File: src/rtl/count_up_stopwatch_pkg.sv
// Shared types and constants for the count-up stopwatch slice.
package stopwatch_pkg;

  typedef enum logic [1:0] {
    IDLE  = 2'd0,
    RUN   = 2'd1,
    PAUSE = 2'd2,
    FULL  = 2'd3
  } sw_state_t;

  localparam int              SEC_W   = 8;
  localparam logic [SEC_W-1:0] SEC_MAX = 8'd59;

endpackage

File: src/rtl/count_up_stopwatch_if.sv
// Button and display bundle shared by the stopwatch and the kitchen timer display path.
interface count_up_stopwatch_if #(
  parameter int MIN_W = 2
);
  logic                            start;
  logic                            stop;
  logic                            clear;
  logic                            lap;
  logic                            running;
  logic [MIN_W-1:0]                minute;
  logic [stopwatch_pkg::SEC_W-1:0] second;
  logic                            full;
  logic [MIN_W-1:0]                lap_minute;
  logic [stopwatch_pkg::SEC_W-1:0] lap_second;
  logic                            lap_valid;

  modport master (
    output start, stop, clear, lap,
    input  running, minute, second, full, lap_minute, lap_second, lap_valid
  );

  modport slave (
    input  start, stop, clear, lap,
    output running, minute, second, full, lap_minute, lap_second, lap_valid
  );
endinterface

File: src/rtl/count_up_stopwatch_sec_tick_gen.sv
// Seconds prescaler: counts enabled cycles and emits a one-cycle tick on wrap.
module sec_tick_gen #(
  parameter int TICKS_PER_SEC = 50000000
) (
  input  logic clk,
  input  logic reset,
  input  logic enable,
  input  logic clear,
  output logic tick
);
  localparam int               CNT_W = (TICKS_PER_SEC > 1) ? $clog2(TICKS_PER_SEC) : 1;
  localparam logic [CNT_W-1:0] LAST  = CNT_W'(TICKS_PER_SEC - 1);

  logic [CNT_W-1:0] cnt_q;

  // Combinational so the owning counter advances on the same edge as the wrap.
  assign tick = enable && (cnt_q == LAST);

  always_ff @(posedge clk) begin
    if (reset || clear) begin
      cnt_q <= '0;
    end else if (enable) begin
      if (cnt_q == LAST) cnt_q <= '0;
      else               cnt_q <= cnt_q + CNT_W'(1);
    end
  end
endmodule

File: src/rtl/count_up_stopwatch.sv
// Count-up stopwatch with pause/resume, clear, saturation flag and optional lap capture.
// Lap capture is built only when STOPWATCH_LAP_EN is defined.
//
// state | meaning
// IDLE  | stopped at 0:00, waiting for start
// RUN   | counting, prescaler enabled
// PAUSE | frozen, fractional second retained
// FULL  | saturated at MAX_MIN:59 until clear
module count_up_stopwatch
  import stopwatch_pkg::*;
#(
  parameter int TICKS_PER_SEC = 50000000,
  parameter int MIN_W         = 2,
  parameter int MAX_MIN       = 3
) (
  input  logic                 clk,
  input  logic                 reset,
  count_up_stopwatch_if.slave  bus
);
  localparam logic [MIN_W-1:0] MAX_MIN_V = MIN_W'(MAX_MIN);

  sw_state_t        state_q, state_d;
  logic [MIN_W-1:0] minute_q, minute_d, minute_inc;
  logic [SEC_W-1:0] second_q, second_d, second_inc;
  logic             running_q, full_q;
  logic             tick;

  sec_tick_gen #(
    .TICKS_PER_SEC (TICKS_PER_SEC)
  ) u_tick (
    .clk    (clk),
    .reset  (reset),
    .enable (state_q == RUN),
    .clear  (bus.clear),
    .tick   (tick)
  );

  always_comb begin
    second_inc = second_q + SEC_W'(1);
    minute_inc = minute_q;
    if (second_q == SEC_MAX) begin
      second_inc = '0;
      minute_inc = minute_q + MIN_W'(1);
    end
  end

  always_comb begin
    state_d  = state_q;
    minute_d = minute_q;
    second_d = second_q;
    unique case (state_q)
      IDLE, PAUSE: begin
        if (bus.start && !bus.stop) state_d = RUN;
      end
      RUN: begin
        if (tick) begin
          minute_d = minute_inc;
          second_d = second_inc;
        end
        // Reaching full time takes precedence over a coincident stop.
        if (tick && minute_inc == MAX_MIN_V && second_inc == SEC_MAX) state_d = FULL;
        else if (bus.stop)                                             state_d = PAUSE;
      end
      FULL: state_d = FULL;
      default: state_d = IDLE;
    endcase
    if (bus.clear) begin
      state_d  = IDLE;
      minute_d = '0;
      second_d = '0;
    end
  end

  always_ff @(posedge clk) begin
    if (reset) begin
      state_q   <= IDLE;
      minute_q  <= '0;
      second_q  <= '0;
      running_q <= 1'b0;
      full_q    <= 1'b0;
    end else begin
      state_q   <= state_d;
      minute_q  <= minute_d;
      second_q  <= second_d;
      running_q <= (state_d == RUN);
      full_q    <= (state_d == FULL);
    end
  end

  assign bus.running = running_q;
  assign bus.minute  = minute_q;
  assign bus.second  = second_q;
  assign bus.full    = full_q;

`ifdef STOPWATCH_LAP_EN
  logic [MIN_W-1:0] lap_minute_q;
  logic [SEC_W-1:0] lap_second_q;
  logic             lap_valid_q;

  // Captures the pre-edge time, so a lap on a tick cycle records the old second.
  always_ff @(posedge clk) begin
    if (reset || bus.clear) begin
      lap_minute_q <= '0;
      lap_second_q <= '0;
      lap_valid_q  <= 1'b0;
    end else begin
      lap_valid_q <= 1'b0;
      if (bus.lap && (state_q == RUN || state_q == PAUSE)) begin
        lap_minute_q <= minute_q;
        lap_second_q <= second_q;
        lap_valid_q  <= 1'b1;
      end
    end
  end

  assign bus.lap_minute = lap_minute_q;
  assign bus.lap_second = lap_second_q;
  assign bus.lap_valid  = lap_valid_q;
`else
  logic unused_lap;
  assign unused_lap     = bus.lap;
  assign bus.lap_minute = '0;
  assign bus.lap_second = '0;
  assign bus.lap_valid  = 1'b0;
`endif
endmodule
File: src/flat_wrapper.sv
// flat-port wrapper written by rule: the top's interface ports become plain ports
module count_up_stopwatch_flat import stopwatch_pkg::*;
#(
  parameter int TICKS_PER_SEC = 50000000,
  parameter int MIN_W         = 2,
  parameter int MAX_MIN       = 3
)
  (clk, reset, bus_start, bus_stop, bus_clear, bus_lap, bus_running, bus_minute, bus_second, bus_full, bus_lap_minute, bus_lap_second, bus_lap_valid);
  count_up_stopwatch_if #(.MIN_W(MIN_W)) bus_i ();
  input  logic clk;
  input  logic reset;
  input wire logic [$bits(bus_i.start)-1:0] bus_start;
  input wire logic [$bits(bus_i.stop)-1:0] bus_stop;
  input wire logic [$bits(bus_i.clear)-1:0] bus_clear;
  input wire logic [$bits(bus_i.lap)-1:0] bus_lap;
  output wire logic [$bits(bus_i.running)-1:0] bus_running;
  output wire logic [$bits(bus_i.minute)-1:0] bus_minute;
  output wire logic [$bits(bus_i.second)-1:0] bus_second;
  output wire logic [$bits(bus_i.full)-1:0] bus_full;
  output wire logic [$bits(bus_i.lap_minute)-1:0] bus_lap_minute;
  output wire logic [$bits(bus_i.lap_second)-1:0] bus_lap_second;
  output wire logic [$bits(bus_i.lap_valid)-1:0] bus_lap_valid;
  assign bus_i.start = bus_start;
  assign bus_i.stop = bus_stop;
  assign bus_i.clear = bus_clear;
  assign bus_i.lap = bus_lap;
  assign bus_running = bus_i.running;
  assign bus_minute = bus_i.minute;
  assign bus_second = bus_i.second;
  assign bus_full = bus_i.full;
  assign bus_lap_minute = bus_i.lap_minute;
  assign bus_lap_second = bus_i.lap_second;
  assign bus_lap_valid = bus_i.lap_valid;
  count_up_stopwatch #(.TICKS_PER_SEC(TICKS_PER_SEC), .MIN_W(MIN_W), .MAX_MIN(MAX_MIN)) u_core (.clk(clk), .reset(reset), .bus(bus_i));
endmodule
File: config.mk
export PLATFORM = sky130hd
export DESIGN_NAME = count_up_stopwatch_flat
export DESIGN_NICKNAME = d
export VERILOG_FILES = /design/src/rtl/count_up_stopwatch_pkg.sv /design/src/rtl/count_up_stopwatch_if.sv /design/src/rtl/count_up_stopwatch_sec_tick_gen.sv /design/src/rtl/count_up_stopwatch.sv /design/src/flat_wrapper.sv
export SDC_FILE = /design/constraint.sdc
export NUM_CORES = 1
export LEC_CHECK = 0
export ABC_AREA = 1
export BUFFER_PORTS_ARGS = -buffer_cell sky130_fd_sc_hd__buf_2
export CAP_MARGIN = 20
export CORE_MARGIN = 8
export CORE_UTILIZATION = 60
export DETAILED_ROUTE_END_ITERATION = 10
export PLACE_DENSITY = 0.82
export REMOVE_ABC_BUFFERS = 1
export SLEW_MARGIN = 20
export SYNTH_ARGS = -nofsm -noshare
export SYNTH_HDL_FRONTEND = slang
export SYNTH_HIERARCHICAL = 1
export SYNTH_SLANG_ARGS = --single-unit
File: constraint.sdc
create_clock -name clk -period 2.9 [get_ports clk]
set_input_delay 0.29 -clock clk [delete_from_list [all_inputs] [get_ports clk]]
set_output_delay 0.29 -clock clk [all_outputs]
set_load 0.02 [all_outputs]
==> results.md <==
- Crit-path cells: ha_1 > nand3_1 > nor2_2 > nand2_2 > nor2_2 > inv_1 > nor2_1 > buf_4 > inv_1 > nor2_1 > nand2_1 > o21ai_0 > a21oi_1
- Peak Freq: around 450 MHz
- Reg clk slew, reported paths: roughly 0.080 ns
- Min Tclk post-route: about 2.2 ns
- ANT nets after route: 0
- Post-synthesis cell type count: 33
- Tot GR Track Use: 17.5%
- Int Pwr: ~720 uW
- Most used DFF post-synth: dfxtp_1
- Worst path required time: 3.08 ns
- Area contributors post-synth: dfxtp_1 32%, nand2_1 13%, nor2_1 9.2%, inv_1 7.7%, nand3_1 5.8%
- Routed len/inst: ~12 um
- Syn_area_per_cell: 6.56 sq um
- HP Class: primary input to flop
- Leakage: about 0.0010 uW
- Final net count: 410
- Post-DP HPWL: roughly 4100 um
- Row count: 23
- Post-Syn Instances: 379
- Fillers: just under 400
- Multi-input logic area: around 1400 sq um
- Final hold violations: 0
- Largest net degree at the start of global routing: 15
- Sequential share of power: 58.2%
- CTS max path bufs: 2
- Post-synthesis sequential area ratio: between 30% and 40%
- Clk network pwr share: between 30 and 40%
- Die X: 80.4 um
- Final global-route overflow total: 0
- RSZ-0062 raised after global routing: no
- Crit share post-route: ~76%
- Worst ir drop on vdd: approximately 0.00026 V
- GP Congestion: just over 0.9
- # setup viols final: 0
- Clock Tree Root: clkbuf_8
- Ys async rst share: 0%
- Combinational family with the most area after synthesis: simple AND/OR/NAND/NOR gates
- Compound-Gate Fraction of Synth Area: 7.39%
- Starting Density: ~62%
- Sink Count: 40
- Vias in the first global route: 2118
- # diodes: 0
- Fin. max-slew vios: 0
- Synth Area in XOR/XNOR: ~3.5%
- Area growth syn-to-layout: 6.84%
- Post-Synth Adder-Cell Area: around 2.0%
- IO Count: 29
- Post-CTS Setup Bufs: 0
- Post-synth EDFFs: 0
- Initial antenna violation count: 0
- CP Capture Type: flop
- Inserted Clock Buffers: 5
- Combinational share of power: 4.4%
- NetSw: between 200 and 250 uW
- Synth Warn #: 6
- Hold Buf Count CTS: 0
- TNS Setup: 0 ns
- Pre-Repair DR Iteration Count: 4
- Iter 0 DRT Violations: 209
- Global-route wire length before repair: 8980 um
- Type of the worst setup path: flop to flop
- Die Ht: around 80 um
- PD cells: approximately 360 nW/um^2
- Critical path launch point type: flop
- Commonest non-fill, non-tap cell in the layout: nand2_1
- CP max FO: 11
- CP max stage delay: 0.39 ns
- Die area: 6460 sq um
- DRC Markers: 0
- CTS resizes: 0
- Via Count: 2278
- Synth Area in Simple Gates: about two fifths
- Max Cap Viol: 0
- Mux share of post-synthesis cell area: less than 1%
- Most frequent cells in the layout: 85 x nand2_1, 61 x nor2_1, 51 x inv_1
- H-tree depth: 2
- DRT Wirelength: approximately 5400 um
- Synthesized area: approximately 2500 sq um
- Largest area contributor in the netlist: dfxtp_1
- IO Port Bufs: 16
- Routed vias/inst: 5.06
- CP arrival: around 2.4 ns
- Share of post-route cells with drive strength above 1: 16.8%
- Slowest CP cell: dfxtp_1
- Worst skew pair latency: between 0.2 and 0.3 ns
- Yosys top cell area share: between 30% and 40%
- Register bit total from synthesis: 40
- Clk_skew: between 0.006 and 0.007 ns
- Net Sw Frac: between 20% and 30%
- Fin util: between 60% and 70%
- Core region area: approximately 4000 sq um
- Register area: ~800 sq um
- Status: finished, final reports clean
- CTS tree: yes
## worst paths after layout
path	slack (ns)	startpoint	to	cells past startpoint
worst min-delay path	0.18	reset	u_core/state_q[1]	2
worst max-delay path	0.69	u_core/u_tick/cnt_q[0]	u_core/bus.minute[1]	13
worst min register to register	0.51	u_core/u_tick/cnt_q[0]	u_core/u_tick/cnt_q[0]	2
worst max register to register	0.69	u_core/u_tick/cnt_q[0]	u_core/bus.minute[1]	13
## per-stage QoR
| step | hold slack (ns) | total power [uW] | instances | worst slack (ns) | cell area (sq um) |
|---|---|---|---|---|---|
| after floorplan | 0.362 | 594 | 375 | 0.565 | 2420 |
| after global placement | 0.481 | 604 | 443 | 0.792 | 2580 |
| after detailed placement | 0.491 | 605 | 443 | 0.721 | 2580 |
| after CTS | 0.176 | 960 | 450 | 0.694 | 2660 |
| after global routing | 0.172 | 989 | 450 | 0.490 | 2660 |
| final | 0.183 | 947 | 450 | 0.692 | 2660 |
## power groups by stage
| stage | Combinational (uW) | Clock [uW] | Sequential (uW) |
|---|---|---|---|
| floorplan | 29.1 | 0 | 565 |
| global placement | 40.2 | 0 | 564 |
| detailed placement | 40.8 | 0 | 564 |
| CTS | 40.9 | 368 | 551 |
| global route | 45.4 | 392 | 551 |
| finish | 41.5 | 354 | 551 |
## state kept, by name, indices dropped and copies added (netlist names)
register,count
u_core/state_q,2
u_core/u_tick/cnt_q,26
u_core/bus.running,1
u_core/bus.minute,2
u_core/bus.full,1
u_core/bus.second,8
## critical path: cells and delay by family (launching register included)
kind | cells | cell delay, ns
and+or+nand+nor | 7 | 0.97
DFF | 1 | 0.39
adders and majority gates | 1 | 0.16
buffers and inverters | 3 | 0.34
AOI/OAI and AO/OA | 2 | 0.24
## synth_stat cells, types with 3 or more instances
| cell type | count |
|---|---|
| xnor2_1 | 5 |
| ha_1 | 4 |
| nand2_1 | 85 |
| a211oi_1 | 4 |
| nor3_1 | 3 |
| xor2_1 | 5 |
| inv_2 | 3 |
| nor2_1 | 61 |
| nand3_1 | 29 |
| dfxtp_1 | 40 |
| o21ai_0 | 7 |
| buf_4 | 12 |
| a21oi_1 | 15 |
| nor2_4 | 5 |
| nor2_2 | 15 |
| inv_1 | 51 |
| nand4_1 | 5 |
| nand3_2 | 3 |
| nand2_2 | 13 |
## layout make-up
type | count | area share [%]
timing repair buffer | 18 | 3.58
multi-input combinational | 281 | 53.2
sequential | 40 | 30.1
inverter | 54 | 7.63
tap | 50 | 2.35
clock inverter | 2 | 0.471
clock buffer | 5 | 2.59
## routing by layer
layer | vias up | track usage (%) | routed length (um)
li1 | 1193 | - | -
met1 | 1009 | 21.5 | 2480
met2 | 63 | 28.1 | 2450
met3 | 13 | 3.24 | 313
met4 | 0 | 9.27 | 124
met5 | - | 0 | 0
## cells by family (layout without fill, tap and decap cells)
kind of cell             Yosys count  in the layout
AO/OA/AOI/OAI                     31             31
XOR/XNOR                          10             10
adder cells (fa/ha/maj)            4              4
buffers and inverters             68             79
flip-flops                        40             40
multiplexers                       1              1
other                              1             11
AND/OR/NAND/NOR                  224            224
No activity file was read; power rests on OpenSTA's default activity.
